[config.mk]
export PLATFORM = sky130hd
export DESIGN_NAME = clk_div_ctrl
export DESIGN_NICKNAME = d
export VERILOG_FILES = /design/src/rtl/clk_div_pkg.sv /design/src/rtl/clk_div_core.sv /design/src/rtl/clk_div_ctrl.sv
export SDC_FILE = /design/constraint.sdc
export NUM_CORES = 1
export LEC_CHECK = 0
export ABC_AREA = 0
export ABC_CLOCK_PERIOD_IN_PS = 2500
export CAP_MARGIN = 40
export CORE_ASPECT_RATIO = 0.75
export CORE_UTILIZATION = 35
export CTS_CLUSTER_DIAMETER = 50
export DETAILED_ROUTE_END_ITERATION = 8
export GPL_ROUTABILITY_DRIVEN = 0
export MAX_ROUTING_LAYER = met4
export PLACE_DENSITY = 0.66
export SYNTH_ARGS = -nofsm -noshare
export SYNTH_HDL_FRONTEND = slang
export SYNTH_HIERARCHICAL = 1
export SYNTH_SLANG_ARGS = --single-unit
[constraint.sdc]
create_clock -name clk -period 2.5 [get_ports clk]
set_input_delay 0.5 -clock clk [delete_from_list [all_inputs] [get_ports clk]]
set_output_delay 0.5 -clock clk [all_outputs]
set_load 0.03 [all_outputs]
[src/rtl/clk_div_pkg.sv]
// Shared types and defaults for the runtime-programmable clock divider.
package clk_div_pkg;

   localparam int DIV_CNT_W    = 8;
   localparam int DIV_DEF_HALF = 16;

   // Legacy state encodings, kept stable for anything that decodes them.
   localparam logic [1:0] S_OFF      = 2'd0;
   localparam logic [1:0] S_RUN      = 2'd1;
   localparam logic [1:0] S_STOPPING = 2'd2;

   typedef enum logic [1:0] {
      OFF      = S_OFF,
      RUN      = S_RUN,
      STOPPING = S_STOPPING
   } div_state_e;

endpackage

[src/rtl/clk_div_core.sv]
// Half-period counter, clk_out toggle and tick generation.
// load holds the counter and output cleared; otherwise it counts to half-1.
module clk_div_core #(
   parameter int CNT_W = 8
) (
   input  logic             clk,
   input  logic             rst,
   input  logic             load,
   input  logic [CNT_W-1:0] half,
   output logic             clk_out,
   output logic             tick,
   output logic             boundary
);

   logic [CNT_W-1:0] cnt;
   logic             terminal;

   assign terminal = (cnt == half - CNT_W'(1));
   // Falling toggle of clk_out happens at the next edge: a period boundary.
   assign boundary = !load && clk_out && terminal;

   // Count within a half-period and toggle the divided clock at its end.
   always_ff @(posedge clk or posedge rst) begin
      if (rst) begin
         cnt     <= '0;
         clk_out <= 1'b0;
         tick    <= 1'b0;
      end else if (load) begin
         cnt     <= '0;
         clk_out <= 1'b0;
         tick    <= 1'b0;
      end else if (terminal) begin
         cnt     <= '0;
         clk_out <= ~clk_out;
         tick    <= ~clk_out;
      end else begin
         cnt     <= cnt + CNT_W'(1);
         tick    <= 1'b0;
      end
   end

endmodule

[src/rtl/clk_div_ctrl.sv]
// Clock divider controller: run/stop sequencing, config handshake and
// boundary-aligned application of new half-periods.
module clk_div_ctrl
   import clk_div_pkg::*;
#(
   parameter int CNT_W    = DIV_CNT_W,
   parameter int DEF_HALF = DIV_DEF_HALF
) (
   input  logic             clk,
   input  logic             rst,
   input  logic             en,
   input  logic             cfg_valid,
   input  logic [CNT_W-1:0] cfg_half,
   output logic             cfg_ready,
   output logic             cfg_err,
   output logic             clk_out,
   output logic             tick,
   output logic             running,
   output logic [CNT_W-1:0] cur_half
);

   div_state_e       state, state_nx;
   logic [CNT_W-1:0] pend;
   logic             pend_v;
   logic             load;
   logic             boundary;
   logic             accept;
   logic             apply;

   clk_div_core #(
      .CNT_W(CNT_W)
   ) u_core (
      .clk     (clk),
      .rst     (rst),
      .load    (load),
      .half    (cur_half),
      .clk_out (clk_out),
      .tick    (tick),
      .boundary(boundary)
   );

   // A low phase may be cut short on stop; a high phase never is.
   assign load      = (state == OFF) || (state == RUN && !en && !clk_out);
   assign cfg_ready = !pend_v;
   assign running   = (state != OFF);
   assign accept    = cfg_valid && !pend_v;
   // pend_v is the pre-edge value, so a same-cycle transfer waits a boundary.
   assign apply     = pend_v && ((state == OFF) || boundary);

   // Next-state selection for run/stop sequencing.
   always_comb begin
      state_nx = state;
      case (state)
         OFF:      state_nx = en ? RUN : OFF;
         RUN: begin
            if (!en) begin
               if (!clk_out || boundary) state_nx = OFF;
               else                      state_nx = STOPPING;
            end
         end
         STOPPING: state_nx = boundary ? OFF : STOPPING;
         default:  state_nx = OFF;
      endcase
   end

   // State, pending config register, error pulse and half-period in effect.
   always_ff @(posedge clk or posedge rst) begin
      if (rst) begin
         state    <= OFF;
         pend     <= '0;
         pend_v   <= 1'b0;
         cfg_err  <= 1'b0;
         cur_half <= CNT_W'(DEF_HALF);
      end else begin
         state   <= state_nx;
         cfg_err <= accept && (cfg_half == '0);
         if (apply) begin
            cur_half <= pend;
            pend_v   <= 1'b0;
         end
         if (accept && (cfg_half != '0)) begin
            pend   <= cfg_half;
            pend_v <= 1'b1;
         end
      end
   end

endmodule
* Yosys cells after proc, flatten, opt, wreduce, memory -nomap -nowiden
Index checks and enable logic that the tools add are counted.
** Operators by class
- $add $sub $neg :: 2
- Equality and inequality tests :: 4
- Multiplexer cells :: 13
- Bitwise gates (word level) :: 1
- Reduce and logical (&&, ||, !) cells :: 21
** Operators by type and width (number)
- $mux W8 :: 2
- $add A8 B1 Y8 const B :: 1
- $eq A8 B8 Y1 :: 1
- $logic_and A1 B1 Y1 :: 8
- $logic_not A8 Y1 :: 1
- $reduce_bool A8 Y1 :: 1
- $sub A8 B1 Y8 const B :: 1
- $mux W1 :: 7
- $mux W2 :: 3
- $pmux W2 S3 :: 1
- $reduce_bool A2 Y1 :: 3
- $logic_not A1 Y1 :: 4
- $logic_or A1 B1 Y1 :: 3
- $eq A2 B1 Y1 const B :: 1
- $eq A2 B2 Y1 const B :: 1
- $logic_not A2 Y1 :: 1
- $ne A2 B2 Y1 const B :: 1
- $not A1 Y1 :: 1
** Storage, ports and cells
- Flip-flop bits (word level) :: 30
- Bits of input ports :: 12
- Output and inout bits :: 13

* Depth between registers and ports, before layout
- Depth in word-level cells :: 11
- Gate-level depth with buffers :: 11

* By module
Netlist, hierarchy kept.
** By module, submodules not included
- clk_div_core :: times used 1, cells an instance 82, area an instance 798.3 um2
- clk_div_ctrl :: times used 1, cells an instance 56, area an instance 790.8 um2

* Worst setup path before layout
OpenSTA, ideal clock, no wires.
- Kind :: register to register
- Start :: reg cur_half[0]
- End :: reg cur_half[0]
- Setup time :: 0.125 ns
- Arrival time :: 2.672 ns
- Required time :: 2.375 ns
- Setup slack :: -0.297 ns
- Stages on the path, launching flop included :: 12
- Clock period less this slack :: 2.797 ns
- Cells stage by stage :: dfrtp_1 -> buf_2 -> inv_1 -> ha_1 -> and2b_1 -> or3_1 -> a31oi_1 -> o311a_1 -> buf_6 -> and3b_1 -> o21ai_2 -> mux2_2
** Between the ends
- Cells in the longest elaborated chain, start to end :: 5
** RTL lines
- from (decl) :: line clk_div_ctrl.sv:19 : output logic [CNT_W-1:0] cur_half
- from (signal assigned) :: line clk_div_ctrl.sv:73 : cur_half <= CNT_W'(DEF_HALF);
- from (signal assigned) :: line clk_div_ctrl.sv:78 : cur_half <= pend;
- $sub A8 B1 Y8 :: line clk_div_core.sv:18 : assign terminal = (cnt == half - CNT_W'(1));
- $eq A8 B8 Y1 :: line clk_div_core.sv:18
- $logic_and A1 B1 Y1 :: line clk_div_core.sv:20 : assign boundary = !load && clk_out && terminal;
- named net boundary :: line clk_div_ctrl.sv:26 : logic boundary;
- $logic_or A1 B1 Y1 :: line clk_div_ctrl.sv:48 : assign apply = pend_v && ((state == OFF) || boundary);
- $logic_and A1 B1 Y1 :: line clk_div_ctrl.sv:48
The timed path passes the listed nets, and every way through them passes these cells.
A chain may end at the register's enable or synchronous reset.

* Final worst setup path
- Start :: reg cur_half[1]
- End :: reg cur_half[5]
The elaborated chain is that of the path after synthesis.

==> metrics.md <==
| Metric | Value |
|---|---|
| Std cell rows | `20` |
| Global-route wire length before repair | `5.53 mm` |
| Number of DRC markers in iteration 0 | `38` |
| Relative contribution of combinational cells to total power | `0.436` |
| Most frequent standard cell in the layout excluding fill and tap cells | `dfrtp_1` |
| Crit path max fanout | `8` |
| Number of stages on the worst hold path | `1` |
| Kind of start point of the critical path | `flop` |
| Most frequently used flop master after synthesis | `dfrtp_1` |
| Count of final hold-check violations | `0` |
| Worst ir drop on vdd | `0.450 mV` |
| Number of clock sinks | `30` |
| Clock insertion delay at the later pin of the skew report | `~0.28 ns` |
| Fill cell total of the finished layout | `383` |
| Total area of multi-input combinational cells | `863 sq um` |
| Core occupancy in the finished layout | `0.524` |
| Fin nets | `192` |
| Critical path data required time | `2.66 ns` |
| Area of the die | `4820 sq um` |
| Ratio of final minimum period to clock period | `0.975` |
| Antenna fix cells | `0` |
| DRC errors left | `0` |
| Drt total wl | `3.44 mm` |
| Total half-perimeter wirelength after legalization and detailed placement | `2.50 mm` |
| Depth of the most critical reg-to-reg path | `10` |
| Die width | `79.8 microns` |
| Total power of the final layout | `about 2.2 mW` |
| Clock-pin slew reported for the worst setup and hold paths after clock tree synthesis | `0.06 ns` |
| Arrival time at the worst endpoint | `roughly 2.6 ns` |
| Max Cap Viol | `0` |
| Timing startpoint of the critical path | `cur_half[1]` |
| HP Class | `flop to flop` |
| Synthesized area per cell | `11.5 sq um` |
| Leakage Power | `0.962 nW` |
| Top library cells by usage in the layout, fill and taps aside | `25 x dfrtp_1, 24 x clkdlybuf4s50_1, 12 x buf_4` |
| Layout cell share with drive strength beyond 1 | `0.341` |
| Placeable core region | `4200 sq um` |
| Met2 wire len | `approximately 1.5 mm` |
| Sequential element share of the synthesized area | `0.473` |
| Root buffer cell | `clkbuf_8` |
| Origin of the critical flop-to-flop path | `cur_half[1]` |
| Post-route minimum period | `about 2.4 ns` |
| Proportion of synthesized flip-flops having asynchronous set or reset | `1.00` |
| Maximum number of pins on one net before global-route repair | `21` |
| Remaining global-route overflow | `0` |
| Power per cell area | `992 nW/um^2` |
| Global Route Usage Sum | `0.162` |
| Cell area after layout | `2200 sq um` |
| Clock network fraction of total power | `0.228` |
| RSZ-0062 raised after global routing | `true` |
| Number of pins with negative max-slew slack in the final report | `0` |
| Number of antenna violations at the first check in global routing | `0` |
| Chip Height | `60.4 microns` |
| Synth Register Bits | `30` |
| Drt wl/cell | `14.7 microns` |
| Net count after synthesis | `roughly 150` |
| Starting density of the core | `0.378` |
| Startpoint of the tightest hold check path | `pend[2]` |
| Top area cells in the synthesized netlist | `dfrtp_1 46%, mux2_2 5.7%, a22o_1 4.4%` |
| Worst hold slack after final layout | `0.509 ns` |
| Switching Share | `0.352` |
| Number of vias in the routed layout | `about 1200` |
| EDFF count, synth | `0` |
| Outcome | `finished clean` |
| H-tree levels | `2` |
| Number of warning messages in the yosys log | `6` |
| Wire length on met3 | `about 140 microns` |
| Top-level port count | `25` |
| Switching power | `0.768 mW` |
| Rel. slew slack | `0.489` |
| Internal Dissipation | `about 1.4 mW` |
| Post-detailed-route via-to-cell ratio | `5.09` |
| Highest Signal Layer | `met4` |
| CTS Buf Count | `5` |
| Critical path class | `flop to flop` |
| Share of the synthesized area in the top cell type | `0.457` |
| Via count of the first global-routing pass | `1126` |
| Synth cell types | `45` |
| Number of endpoints failing setup at the final stage | `0` |
| Maximum clock frequency | `410 MHz` |
| Quantity of hold-fixing buffers added after cts | `0` |
| CTS tree | `done` |
| Sequential power share | `0.337` |
| Final worst clock skew | `~0.008 ns` |
| Layout overhead on the synthesized area | `38.6%` |
| Area taken by flip-flops and latches | `between 700 and 800 sq um` |
| Dpl cell area | `1980 sq um` |
| Wl on met1 | `about 1.8 mm` |
| Max Buffers Root-to-Sink | `2` |
| Post-route ant nets | `0` |
| Worst-margin pin slew | `0.766 ns` |
| Leading area contributor after synthesis | `dfrtp_1` |
| Length of the first detailed-routing pass in iterations | `4` |
| Kind of capture point of the worst setup path | `flop` |
| Post-synthesis cell area | `1590 sq um` |
| Syn Inst Count | `~140` |
| Number of buffers inserted by port buffering | `24` |
## critical path, cell delays in order, from the launching register on
cell and delay, ns:
dfrtp_2 0.43, inv_2 0.06, ha_4 0.17, and2b_1 0.15
or3_1 0.32, a31oi_2 0.21, o311a_1 0.22, and3b_2 0.24
o21ai_4 0.08, buf_12 0.15, mux2_4 0.29
## synthesized netlist by cell type (2+ instances only)
master and number:
a22o_1 8, inv_1 7, or4_4 2, nand2_1 3, nor3_1 2, nor3b_2 2
nor2b_1 4, nor4_1 2, nand3_1 3, dfrtp_1 29, mux2_2 8, nor3_2 7
o21ai_0 3, or3_1 2, xor2_1 7, a21oi_1 2, a31oi_1 2, nor2_1 8
xnor2_1 7, ha_1 2, buf_2 2, and3_1 3
## power groups by stage
stage / clock (mW) / sequential (mW) / combinational (mW)
3_5_place_dp: 0 / 0.753 / 0.834
4_1_cts: 0.512 / 0.745 / 0.838
2_1_floorplan: 0 / 0.824 / 0.468
5_1_grt: 0.530 / 0.750 / 1.01
3_3_place_gp: 0 / 0.747 / 0.814
6_report: 0.497 / 0.736 / 0.952
## area by class of cell
class / instances / area share
Clock buffer: 7 / 0.0392
Clock inverter: 1 / 0.0136
Inverter: 7 / 0.0119
Multi-Input combinational cell: 96 / 0.392
Sequential cell: 30 / 0.344
Tap cell: 55 / 0.0313
Timing Repair Buffer: 38 / 0.168
## repair_timing
action                     CTS  global route
setup endpoints to repair    0             9
gates resized for setup      0             5
buffers inserted             0             7
## registers in the layout, indices dropped and copies added (netlist names)
| signal | flops |
|---|---|
| cfg_err | 1 |
| cur_half | 8 |
| pend | 8 |
| pend_v | 1 |
| state | 2 |
| u_core/clk_out | 1 |
| u_core/cnt | 8 |
| u_core/tick | 1 |
## kinds of logic (layout without fill, tap and decap cells)
group,count (synthesis),in the layout,synth area share
mux,9,9,0.0638
fa+ha+maj,2,2,0.0157
simple gates,49,49,0.217
flops,30,30,0.473
xor+xnor,14,14,0.0772
buf+inv,12,53,0.0346
compound gates,22,22,0.118
## metrics by stage
step	setup TNS, ns	std cells	setup slack, ns
floorplan	-0.471	138	-0.0647
global placement	0	219	0.0618
detailed placement	0	219	0.0190
CTS	0	227	0.00272
global route	-0.184	234	-0.0329
finish	0	234	0.0614
## final timing paths
kind | to | slack [ns]
max | cur_half[5] | 0.06
min | pend[2] | 0.51
max reg2reg | cur_half[5] | 0.06
min reg2reg | pend[2] | 0.51
max in group asynchronous | cur_half[0] | 1.28
min in group asynchronous | u_core/cnt[5] | 0.53
## per-layer routing
layer,track usage,vias up
met5,-,-
met4,0.0714,0
met3,0.0361,6
met2,0.242,28
met1,0.213,582
li1,-,576
No activity file was read; power rests on OpenSTA's default activity.
